$ cat config.mk
export PLATFORM = sky130hd
export DESIGN_NAME = fwd_hazard_unit
export DESIGN_NICKNAME = d
export VERILOG_FILES = /design/src/rtl/fwd_hazard_unit_pkg.sv /design/src/rtl/fwd_hazard_unit_sel_cmp.sv /design/src/rtl/fwd_hazard_unit.sv
export SDC_FILE = /design/constraint.sdc
export NUM_CORES = 1
export LEC_CHECK = 0
export CORE_MARGIN = 1.5
export CORE_UTILIZATION = 26
export CTS_CLUSTER_DIAMETER = 200
export DETAILED_ROUTE_END_ITERATION = 10
export DONT_BUFFER_PORTS = 1
export GPL_TIMING_DRIVEN = 0
export HOLD_SLACK_MARGIN = 0.08
export PLACE_DENSITY = 0.46
export SLEW_MARGIN = 30
export SYNTH_ARGS = -nofsm -noshare
export SYNTH_HDL_FRONTEND = slang
export SYNTH_SLANG_ARGS = --single-unit
$ cat constraint.sdc
create_clock -name clk_i -period 2.05 [get_ports clk_i]
set_input_delay 0.3075 -clock clk_i [delete_from_list [all_inputs] [get_ports clk_i]]
set_output_delay 0.3075 -clock clk_i [all_outputs]
set_load 0.02 [all_outputs]
$ cat src/rtl/fwd_hazard_unit_pkg.sv
// Shared constants and types for the forwarding/hazard controller.
// Operand-mux select encodings and the default register-index width.
package fwd_hazard_unit_pkg;

    localparam int REG_AW_DEF = 5;

    typedef enum logic [1:0] {
        FWD_REGFILE = 2'b00,
        FWD_MEMWB   = 2'b01,
        FWD_EXMEM   = 2'b10,
        FWD_UNUSED  = 2'b11
    } fwd_sel_e;

    // Raw select values for use on plain logic [1:0] ports.
    localparam logic [1:0] SEL_REGFILE = 2'b00;
    localparam logic [1:0] SEL_MEMWB   = 2'b01;
    localparam logic [1:0] SEL_EXMEM   = 2'b10;

endpackage

$ cat src/rtl/fwd_hazard_unit_sel_cmp.sv
// Combinational operand-select for one ALU source (instanced once for A and once for B).
// The youngest in-flight producer wins: the instruction now in EX beats the one in MEM.
module fwd_sel_cmp
    import fwd_hazard_unit_pkg::*;
#(
    parameter int REG_AW = REG_AW_DEF
) (
    input  logic [REG_AW-1:0] src,
    input  logic              uses,
    input  logic [REG_AW-1:0] ex_rd,
    input  logic              ex_wr,
    input  logic [REG_AW-1:0] mem_rd,
    input  logic              mem_wr,
    output logic [1:0]        sel
);

    always_comb begin
        sel = SEL_REGFILE;
        if (uses && (src != '0)) begin
            if (ex_wr && (src == ex_rd)) begin
                sel = SEL_EXMEM;
            end else if (mem_wr && (src == mem_rd)) begin
                sel = SEL_MEMWB;
            end
        end
    end

endmodule

$ cat src/rtl/fwd_hazard_unit.sv
// Forwarding/hazard controller for the 5-stage pipeline: shadow EX/MEM destination tracking,
// registered operand selects, load-use stall and EX bubble. Optional macro: HAZ_STAT_EN.
module fwd_hazard_unit
    import fwd_hazard_unit_pkg::*;
#(
    parameter int REG_AW = REG_AW_DEF
) (
    input  logic              clk_i,
    input  logic              rst_i,
    input  logic              id_valid_i,
    input  logic [REG_AW-1:0] id_rs_i,
    input  logic [REG_AW-1:0] id_rt_i,
    input  logic              id_uses_rs_i,
    input  logic              id_uses_rt_i,
    input  logic [REG_AW-1:0] id_rd_i,
    input  logic              id_regwrite_i,
    input  logic              id_memread_i,
    input  logic              flush_i,
    output logic [1:0]        fwd_a_sel_o,
    output logic [1:0]        fwd_b_sel_o,
    output logic              stall_o,
    output logic              ex_bubble_o
`ifdef HAZ_STAT_EN
    ,
    output logic [31:0]       stall_cnt_o,
    output logic [31:0]       fwd_cnt_o
`endif
);

    // Shadow copies of the destination info for the instructions in EX and MEM.
    // The WB stage is not tracked: the write-first regfile covers the WB-to-ID case.
    logic              ex_valid;
    logic [REG_AW-1:0] ex_rd;
    logic              ex_regwrite;
    logic              ex_memread;
    logic              mem_valid;
    logic [REG_AW-1:0] mem_rd;
    logic              mem_regwrite;

    logic ex_wr;
    logic mem_wr;
    logic rs_hit_load;
    logic rt_hit_load;
    logic stall_cond;
    logic bubble;
    logic [1:0] sel_a;
    logic [1:0] sel_b;

    assign ex_wr  = ex_valid  & ex_regwrite  & (ex_rd  != '0);
    assign mem_wr = mem_valid & mem_regwrite & (mem_rd != '0);

    // A load in EX cannot be forwarded yet; hold the consumer one cycle so it meets MEM/WB data.
    assign rs_hit_load = id_uses_rs_i & (id_rs_i == ex_rd);
    assign rt_hit_load = id_uses_rt_i & (id_rt_i == ex_rd);
    assign stall_cond  = id_valid_i & ~flush_i & ex_valid & ex_memread & (ex_rd != '0)
                       & (rs_hit_load | rt_hit_load);

    assign bubble      = flush_i | stall_cond | ~id_valid_i;
    assign stall_o     = rst_i & stall_cond;
    assign ex_bubble_o = rst_i & bubble;

    fwd_sel_cmp #(.REG_AW(REG_AW)) u_sel_a (
        .src    (id_rs_i),
        .uses   (id_uses_rs_i),
        .ex_rd  (ex_rd),
        .ex_wr  (ex_wr),
        .mem_rd (mem_rd),
        .mem_wr (mem_wr),
        .sel    (sel_a)
    );

    fwd_sel_cmp #(.REG_AW(REG_AW)) u_sel_b (
        .src    (id_rt_i),
        .uses   (id_uses_rt_i),
        .ex_rd  (ex_rd),
        .ex_wr  (ex_wr),
        .mem_rd (mem_rd),
        .mem_wr (mem_wr),
        .sel    (sel_b)
    );

    always_ff @(posedge clk_i or negedge rst_i) begin
        if (!rst_i) begin
            ex_valid     <= 1'b0;
            ex_rd        <= '0;
            ex_regwrite  <= 1'b0;
            ex_memread   <= 1'b0;
            mem_valid    <= 1'b0;
            mem_rd       <= '0;
            mem_regwrite <= 1'b0;
        end else begin
            mem_valid    <= ex_valid;
            mem_rd       <= ex_rd;
            mem_regwrite <= ex_regwrite;
            if (bubble) begin
                ex_valid    <= 1'b0;
                ex_rd       <= '0;
                ex_regwrite <= 1'b0;
                ex_memread  <= 1'b0;
            end else begin
                ex_valid    <= 1'b1;
                ex_rd       <= id_rd_i;
                ex_regwrite <= id_regwrite_i;
                ex_memread  <= id_memread_i;
            end
        end
    end

    // Selects are captured as the instruction enters EX, so they line up with its operands.
    always_ff @(posedge clk_i or negedge rst_i) begin
        if (!rst_i) begin
            fwd_a_sel_o <= SEL_REGFILE;
            fwd_b_sel_o <= SEL_REGFILE;
        end else if (bubble) begin
            fwd_a_sel_o <= SEL_REGFILE;
            fwd_b_sel_o <= SEL_REGFILE;
        end else begin
            fwd_a_sel_o <= sel_a;
            fwd_b_sel_o <= sel_b;
        end
    end

`ifdef HAZ_STAT_EN
    always_ff @(posedge clk_i or negedge rst_i) begin
        if (!rst_i) begin
            stall_cnt_o <= '0;
            fwd_cnt_o   <= '0;
        end else begin
            if (stall_cond) begin
                stall_cnt_o <= stall_cnt_o + 32'd1;
            end
            if (!bubble && ((sel_a != SEL_REGFILE) || (sel_b != SEL_REGFILE))) begin
                fwd_cnt_o <= fwd_cnt_o + 32'd1;
            end
        end
    end
`endif

endmodule

---- Word-level counts from Yosys, hierarchy flattened ----
Cells that the tools add are included.
storage, ports and cells
  flip-flop bits (word level) ............. 19
  input port bits ......................... 23
operators by class
  equality and inequality tests ........... 4
  muxes and demuxes ....................... 12
  bitwise logic cells ..................... 18
  reduce and logical (&&, ||, !) cells .... 10
operator list
  kind                number
  5-bit == test       4
  5-bit nonzero test  4
  1-bit AND           13
  2-bit two-way mux   6
  1-bit logical AND   6
  1-bit two-way mux   5
  5-bit two-way mux   1
  1-bit OR            3
  1-bit inverter      2

---- Longest topological paths before layout ----
Gate-level depths: netlist (run 1).
  depth after elaboration ................. 9
  mapped depth ............................ 6

---- Modules after synthesis ----
From an unflattened synthesis (run 1), not the netlist that was laid out.
second synthesis, totals
  cells, all modules ...................... 107
  area total of the unflattened synthesis .. 1118.6 um^2
by module, submodules not included
  module           instances  cells an instance  area each (um^2)  sequential area each (um^2)
  fwd_hazard_unit  1          71                 843.3             475.5
  fwd_sel_cmp      2          18                 137.6             0.0

---- Worst setup path after synthesis (run 1) ----
No wires, ideal clock.
  path type ............................... reg-to-output
  start point ............................. register ex_rd[0]
  end point ............................... output port stall_o
  arrival time ............................ 1.620 ns
  path slack .............................. 0.122 ns
  stages on the path, launching flop included .. 6
  path through ............................ dfrtp_1 > xnor2_1 > nand2_1 > or4b_1 > a21oi_2 > and3_2
between the ends
  longest elaborated chain between the ends .. 5
ends and longest elaborated chain
  element                           line                                          source
  from (decl)                       fwd_hazard_unit.sv:33                         logic [REG_AW-1:0] ex_rd;
  from (signal assigned)            fwd_hazard_unit.sv:102                        ex_rd <= id_rd_i;
  5-bit == test (on tied branches)  fwd_hazard_unit.sv:53, fwd_hazard_unit.sv:54
  1-bit AND (on tied branches)      fwd_hazard_unit.sv:53, fwd_hazard_unit.sv:54
  1-bit OR                          fwd_hazard_unit.sv:56                         & (rs_hit_load | rt_hit_load);
  1-bit AND *                       fwd_hazard_unit.sv:56
  1-bit AND *                       fwd_hazard_unit.sv:59                         assign stall_o = rst_i & stall_cond;
  to (decl)                         fwd_hazard_unit.sv:21                         output logic stall_o,
Every way passes the cells marked *; elsewhere a longest branch is shown, timed or not.

---- Worst setup path in the final report (run 1) ----
  start point ............................. register ex_rd[2]
  end point ............................... output port stall_o
The elaborated chain is that of the path after synthesis.

==> run_results.csv, run 1 <==
group,metric,value,unit
final_layout,area_growth,25.1,%
setup_path,r2r_cells,8,
clocking,cts_htree_levels,1,
setup_path,crit_end,"stall_o",
floorplanning,die_y,62.6,microns
setup_path,crit_fanout,3,
clocking,cts_made_buffers,3,
logic_synthesis,netlist_instances,90,
clocking,cts_tree,"done",
floorplanning,core,3360,sq um
setup_path,crit_required,1740,ps
floorplanning,die_area,3920,sq um
logic_synthesis,synth-simple-area-share,23.0,%
final_layout,final_cell_mix,"dfrtp_1, xor2_1, nand2_1, nor2_1, xnor2_1",
detailed_routing,drt_first_pass_iters,4,
final_layout,drive_above_1_share,18.7,%
global_route,track_usage,12.7,%
clocking,worst_skew_pair.late_latency,300,ps
final_layout,mostFrequentLayoutCell,"dfrtp_1",
setup_path,rr_endpoint,"fwd_b_sel_o[1]",
logic_synthesis,synth_compound_area_share,4.47,%
logic_synthesis,syn-num-nets,113,
global_route,grt_max_degree,20,
logic_synthesis,synthMuxAreaShare,0,%
setup_path,r2r-start,"ex_rd[2]",
floorplanning,io_pins,29,
timing,fin_crit_sh,108,%
timing,final-hold-violation-count,0,
timing,report.final.setup_viol,2,
detailed_routing,drt_iter0_markers,14,
global_route,grt_pass1_vias,747,
final_layout,fin_area,1150,sq um
logic_synthesis,synth.distinct_cells,22,
clocking,cts-root-buf,"clkbuf_4",
timing,fin_crit,2210,ps
place,place_area,981,sq um
clocking,clk_pin_slew,120,ps
timing,slew_violations,0,
timing,finClkSkew,11.7,ps
logic_synthesis,synth-xor-area-share,19.0,%
detailed_routing,antenna_left,0,
timing,fin_ws,-156,ps
detailed_routing,drc_errors,0,
power_and_ir_drop,peakVddDrop,0.376,mV
setup_path,worstPathArrival,1900,ps
timing,tightest_slew,827,ps
timing,max-slew-margin-rel,44.7,%
logic_synthesis,ys_seq_area_share,51.5,%
final_layout,fin_nets,131,
timing,fmax,0.453,GHz
logic_synthesis,avgSynthCellArea,10.3,sq um
logic_synthesis,synth_area,923,sq um
place,portBuffers,0,
setup_path,cp-start-kind,"flip-flop",
setup_path,critPathKind,"flip-flop to output port",
hold_path,hp-class,"input pin to flip-flop",
place,preCtsSetupSlack,-65.4,ps
run_status,violations,"setup timing",
place,gp_congestion,0.727,
detailed_routing,routed_wl,2.24,mm
setup_path,setup.worst_path.start,"ex_rd[2]",
run_status,status,"finished with violations",
global_route,grt_antenna_before_repair,0,
floorplanning,rows,21,
clocking,clock_path_buffers,2,
setup_path,rrSetupSlack,140,ps
logic_synthesis,synth_top_family_by_area,"simple AND/OR/NAND/NOR gates",
floorplanning,die-width,62.6,microns
setup_path,worst_setup_path_end_kind,"output port",
logic_synthesis,ys_warn_count,0,
floorplanning,start_util,27.5,%
detailed_routing,vias,697,
detailed_routing,avgRoutedWirePerCell,14.7,microns
final_layout,diodes,0,
clocking,cts.sinks,19,
timing,tns,-291,ps
place,dp_hpwl,1.64,mm
logic_synthesis,synth-adder-area-share,0,%
global_route,grt_pass1_wl,3.76,mm
timing,grt_setup_unrepaired,"true",
power_and_ir_drop,power_density,589,nW/um^2
global_route,overflow,0,
detailed_routing,vias_per_cell,4.56,
power_and_ir_drop,leakagePower,0.508,nW
logic_synthesis,ys_seq_elements,19,
run,maxCapViolCount,0,
## worst max-delay path, cell delays in order, from the launching register on
cell and delay (ps):
dfrtp_1 410, xnor2_1 160, nand2_1 90, or4b_4 530, a21oi_4 160, and3_4 240
## sequential cells by signal, indices dropped and copies added, names as in the netlist
| register | flops |
|---|---|
| ex_rd | 5 |
| mem_rd | 5 |
| fwd_a_sel_o | 2 |
| fwd_b_sel_o | 2 |
| ex_memread | 1 |
| ex_regwrite | 1 |
| ex_valid | 1 |
| mem_regwrite | 1 |
| mem_valid | 1 |
## worst min-delay path by stage
stage | start | to | slack (ps) | cells past startpoint
floorplan | rst_i | ex_memread | 10 | 0
global placement | rst_i | fwd_a_sel_o[0] | 10 | 0
detailed placement | rst_i | mem_rd[3] | 10 | 0
CTS | id_rd_i[0] | ex_rd[0] | 80 | 2
global route | id_rd_i[1] | ex_rd[1] | 80 | 2
finish | id_regwrite_i | ex_regwrite | 90 | 2
## kinds of logic after synthesis
kind of cell    after synthesis
simple gates                 43
xor+xnor                     20
flops                        19
compound gates                5
buf+inv                       3
## routing by layer
layer	global-route usage (%)	vias to the layer above	share of wire (%)
met1	13.2	333	38
met4	3.06	0	0.76
met2	22.2	24	52
met3	6.85	2	9.6
met5	0	-	0
li1	-	338	-
## layout make-up
| type | instances | area (sq um) |
|---|---|---|
| fillers | 380 | 2210 |
| inverters | 1 | 3.75 |
| repair buffers | 13 | 113 |
| plain buffers | 2 | 15.0 |
| clock inverters | 1 | 7.51 |
| clock buffers | 3 | 22.5 |
| well taps | 46 | 57.6 |
| flip-flops and latches | 19 | 478 |
| multi-input cells | 68 | 458 |
## synth_stat cells
cell / n / area, sq um
xnor2_1: 9 / 78.8
and2_1: 1 / 6.26
inv_1: 1 / 3.75
or4b_1: 1 / 10.0
nand4_1: 2 / 12.5
a21oi_2: 1 / 8.76
or3_1: 1 / 6.26
xor2_1: 11 / 96.3
nor4b_1: 1 / 8.76
nor2_1: 10 / 37.5
nand2_1: 10 / 37.5
dfrtp_1: 19 / 475
or4_1: 2 / 15.0
and3_2: 1 / 7.51
nand3_1: 5 / 25.0
buf_6: 1 / 11.3
nor3_1: 8 / 40.0
o311a_1: 1 / 10.0
nor2b_1: 1 / 6.26
o211ai_1: 2 / 15.0
o21a_1: 1 / 7.51
clkbuf_1: 1 / 3.75
## per-stage QoR
step | hold slack (ps) | instances | power [W] | util, %
2_1_floorplan | 11.9 | 90 | 0.000452 | -
3_3_place_gp | 12.5 | 136 | 0.000463 | 29.2
3_5_place_dp | 12.6 | 136 | 0.000465 | 29.2
4_1_cts | 81.7 | 147 | 0.000675 | 32.2
5_1_grt | 80.9 | 153 | 0.000723 | 34.3
6_report | 94.1 | 153 | 0.000681 | 34.3
## what timing repair did
item,CTS,global route
resized for setup,4,4
setup endpoints to repair,2,5
hold buffers,1,5
endpoints found under the hold margin,19,5
buffers inserted,6,1
pin swaps,4,5
## power by group
part	leakage, nW	total (W)	switching (W)	internal (W)
clock network	0.0139	0.000196	0.000122	0.0000743
registers	0.254	0.000397	0.0000106	0.000387
logic	0.240	0.0000874	0.0000428	0.0000446
total	0.508	0.000681	0.000175	0.000506
(Power assumes the default switching activity.)
==> run 2: changes to the inputs <==
- GPL_TIMING_DRIVEN: 0 -> not set
- SETUP_SLACK_MARGIN: not set -> 0.2
==> run_results.csv, run 2 (synthesis gave the netlist of run 1 again) <==
group,metric,value,unit
run_status,status,"finished with violations",
run_status,violations,"setup timing",
detailed_routing,drt_first_pass_iters,4,
hold_path,hp-class,"input pin to flip-flop",
place,place_area,993,sq um
final_layout,reg_top3,"ex_rd: 5 flops, mem_rd: 5 flops",
timing,fin_ws,-141,ps
setup_path,worstPathArrival,1880,ps
floorplanning,die_area,3920,sq um
floorplanning,die_y,62.6,microns
setup_path,crit_required,1740,ps
final_layout,area_growth,20.1,%
final_layout,final_cell_mix,"dfrtp_1, xor2_1, nand2_1, nor2_1, xnor2_1",
clocking,cts-root-buf,"clkbuf_4",
detailed_routing,antenna_left,0,
timing,whs,101,ps
global_route,grt_pass1_vias,667,
final_layout,drive_above_1_share,16.3,%
final_layout,fin_area,1110,sq um
setup_path,setup.worst_path.start,"ex_rd[2]",
detailed_routing,drt_iter0_markers,41,
global_route,globalRouteMet3Util,6.67,%
global_route,use_met1,14.7,%
clocking,cts_htree_levels,1,
place,dp_hpwl,1.60,mm
setup_path,cp-start-kind,"flip-flop",
clocking,cts_made_buffers,3,
timing,slew_violations,0,
timing,grt_setup_unrepaired,"true",
final_layout,mostFrequentLayoutCell,"dfrtp_1",
global_route,grt.met2_usage,17.3,%
timing,tns,-258,ps
final_layout,nFillCells,372,
clocking,cts_tree,"done",
timing,fin_crit_sh,107,%
place,gp_congestion,0.807,
hold_path,min_from,"id_regwrite_i",
clocking,clk_pin_slew,100,ps
floorplanning,die-width,62.6,microns
global_route,top_usage_layer,"met2",
place,preCtsSetupSlack,120,ps
clocking,cts.sinks,19,
timing,fin_crit,2190,ps
floorplanning,start_util,27.5,%
power_and_ir_drop,leakagePower,0.497,nW
floorplanning,core,3360,sq um
setup_path,worst_setup_path_end_kind,"output port",
setup_path,crit_fanout,3,
detailed_routing,vias,669,
setup_path,r2r-start,"ex_rd[2]",
floorplanning,rows,21,
global_route,overflow,0,
clocking,clock_path_buffers,2,
place,portBuffers,0,
global_route,track_usage,11.7,%
timing,finClkSkew,7.26,ps
final_layout,diodes,0,
run,maxCapViolCount,0,
detailed_routing,avgRoutedWirePerCell,13.7,microns
clocking,worst_skew_pair.late_latency,300,ps
timing,max-slew-margin-rel,69.8,%
power_and_ir_drop,peakVddDrop,0.306,mV
detailed_routing,drc_errors,0,
floorplanning,io_pins,29,
global_route,grt_antenna_before_repair,0,
power_and_ir_drop,power_density,604,nW/um^2
timing,report.final.setup_viol,2,
timing,tightest_slew,451,ps
global_route,grt_max_degree,20,
global_route,grt_pass1_wl,3.44,mm
setup_path,critPathKind,"flip-flop to output port",
detailed_routing,vias_per_cell,4.46,
timing,fmax,0.456,GHz
final_layout,post-route-util,33.0,%
final_layout,fin_nets,128,
detailed_routing,routed_wl,2.05,mm
timing,final-hold-violation-count,0,
[run 2: worst max-delay path, cell delays in order (launching register included)]
cell	delay, ps
dfrtp_1	400
xnor2_1	130
nand2_1	90
or4b_4	530
a21oi_4	190
and3_4	240
[run 2: path summary, 6_finish.rpt]
path                       slack [ps]  depth (start not counted)             end
max reg2reg                       320                          6  fwd_b_sel_o[0]
max in group asynchronous        1290                          2        ex_rd[2]
min in group asynchronous         460                          2  fwd_a_sel_o[0]
max                              -140                          5         stall_o
min reg2reg                       370                          0    mem_regwrite
min                               100                          2     ex_regwrite
[run 2: stage by stage]
stage	std cells	power (W)
6_report	150	0.000669
3_5_place_dp	137	0.000465
3_3_place_gp	137	0.000465
2_1_floorplan	90	0.000452
4_1_cts	146	0.000673
5_1_grt	150	0.000713
[run 2: what timing repair did]
| item | CTS | global route |
|---|---|---|
| gates resized for setup | 0 | 3 |
| pin swaps | 1 | 2 |
| hold buffers | 1 | 3 |
| endpoints found under the setup margin | 2 | 14 |
| setup buffers | 4 | 1 |
| endpoints found under the hold margin | 19 | 21 |
[run 2: routing by layer]
| layer | vias to the layer above | part of all wire (%) |
|---|---|---|
| met5 | - | 0 |
| met4 | 0 | 0.93 |
| met3 | 2 | 9.6 |
| met2 | 21 | 44 |
| met1 | 312 | 45 |
| li1 | 334 | - |
[run 2: final cells by class]
class | count | area (sq um) | area share (%)
sequential | 19 | 475 | 42.9
multi-input combinational | 68 | 450 | 40.6
timing repair buffer | 12 | 95.1 | 8.58
tap | 46 | 57.6 | 5.19
clock buffer | 4 | 26.3 | 2.37
inverter | 1 | 3.75 | 0.339
[run 2: power breakdown]
group | leakage [nW] | switching [W] | internal, W
clock | 0.0150 | 0.000116 | 0.0000760
sequential | 0.257 | 0.00000915 | 0.000386
combinational | 0.225 | 0.0000409 | 0.0000410
total | 0.497 | 0.000166 | 0.000503
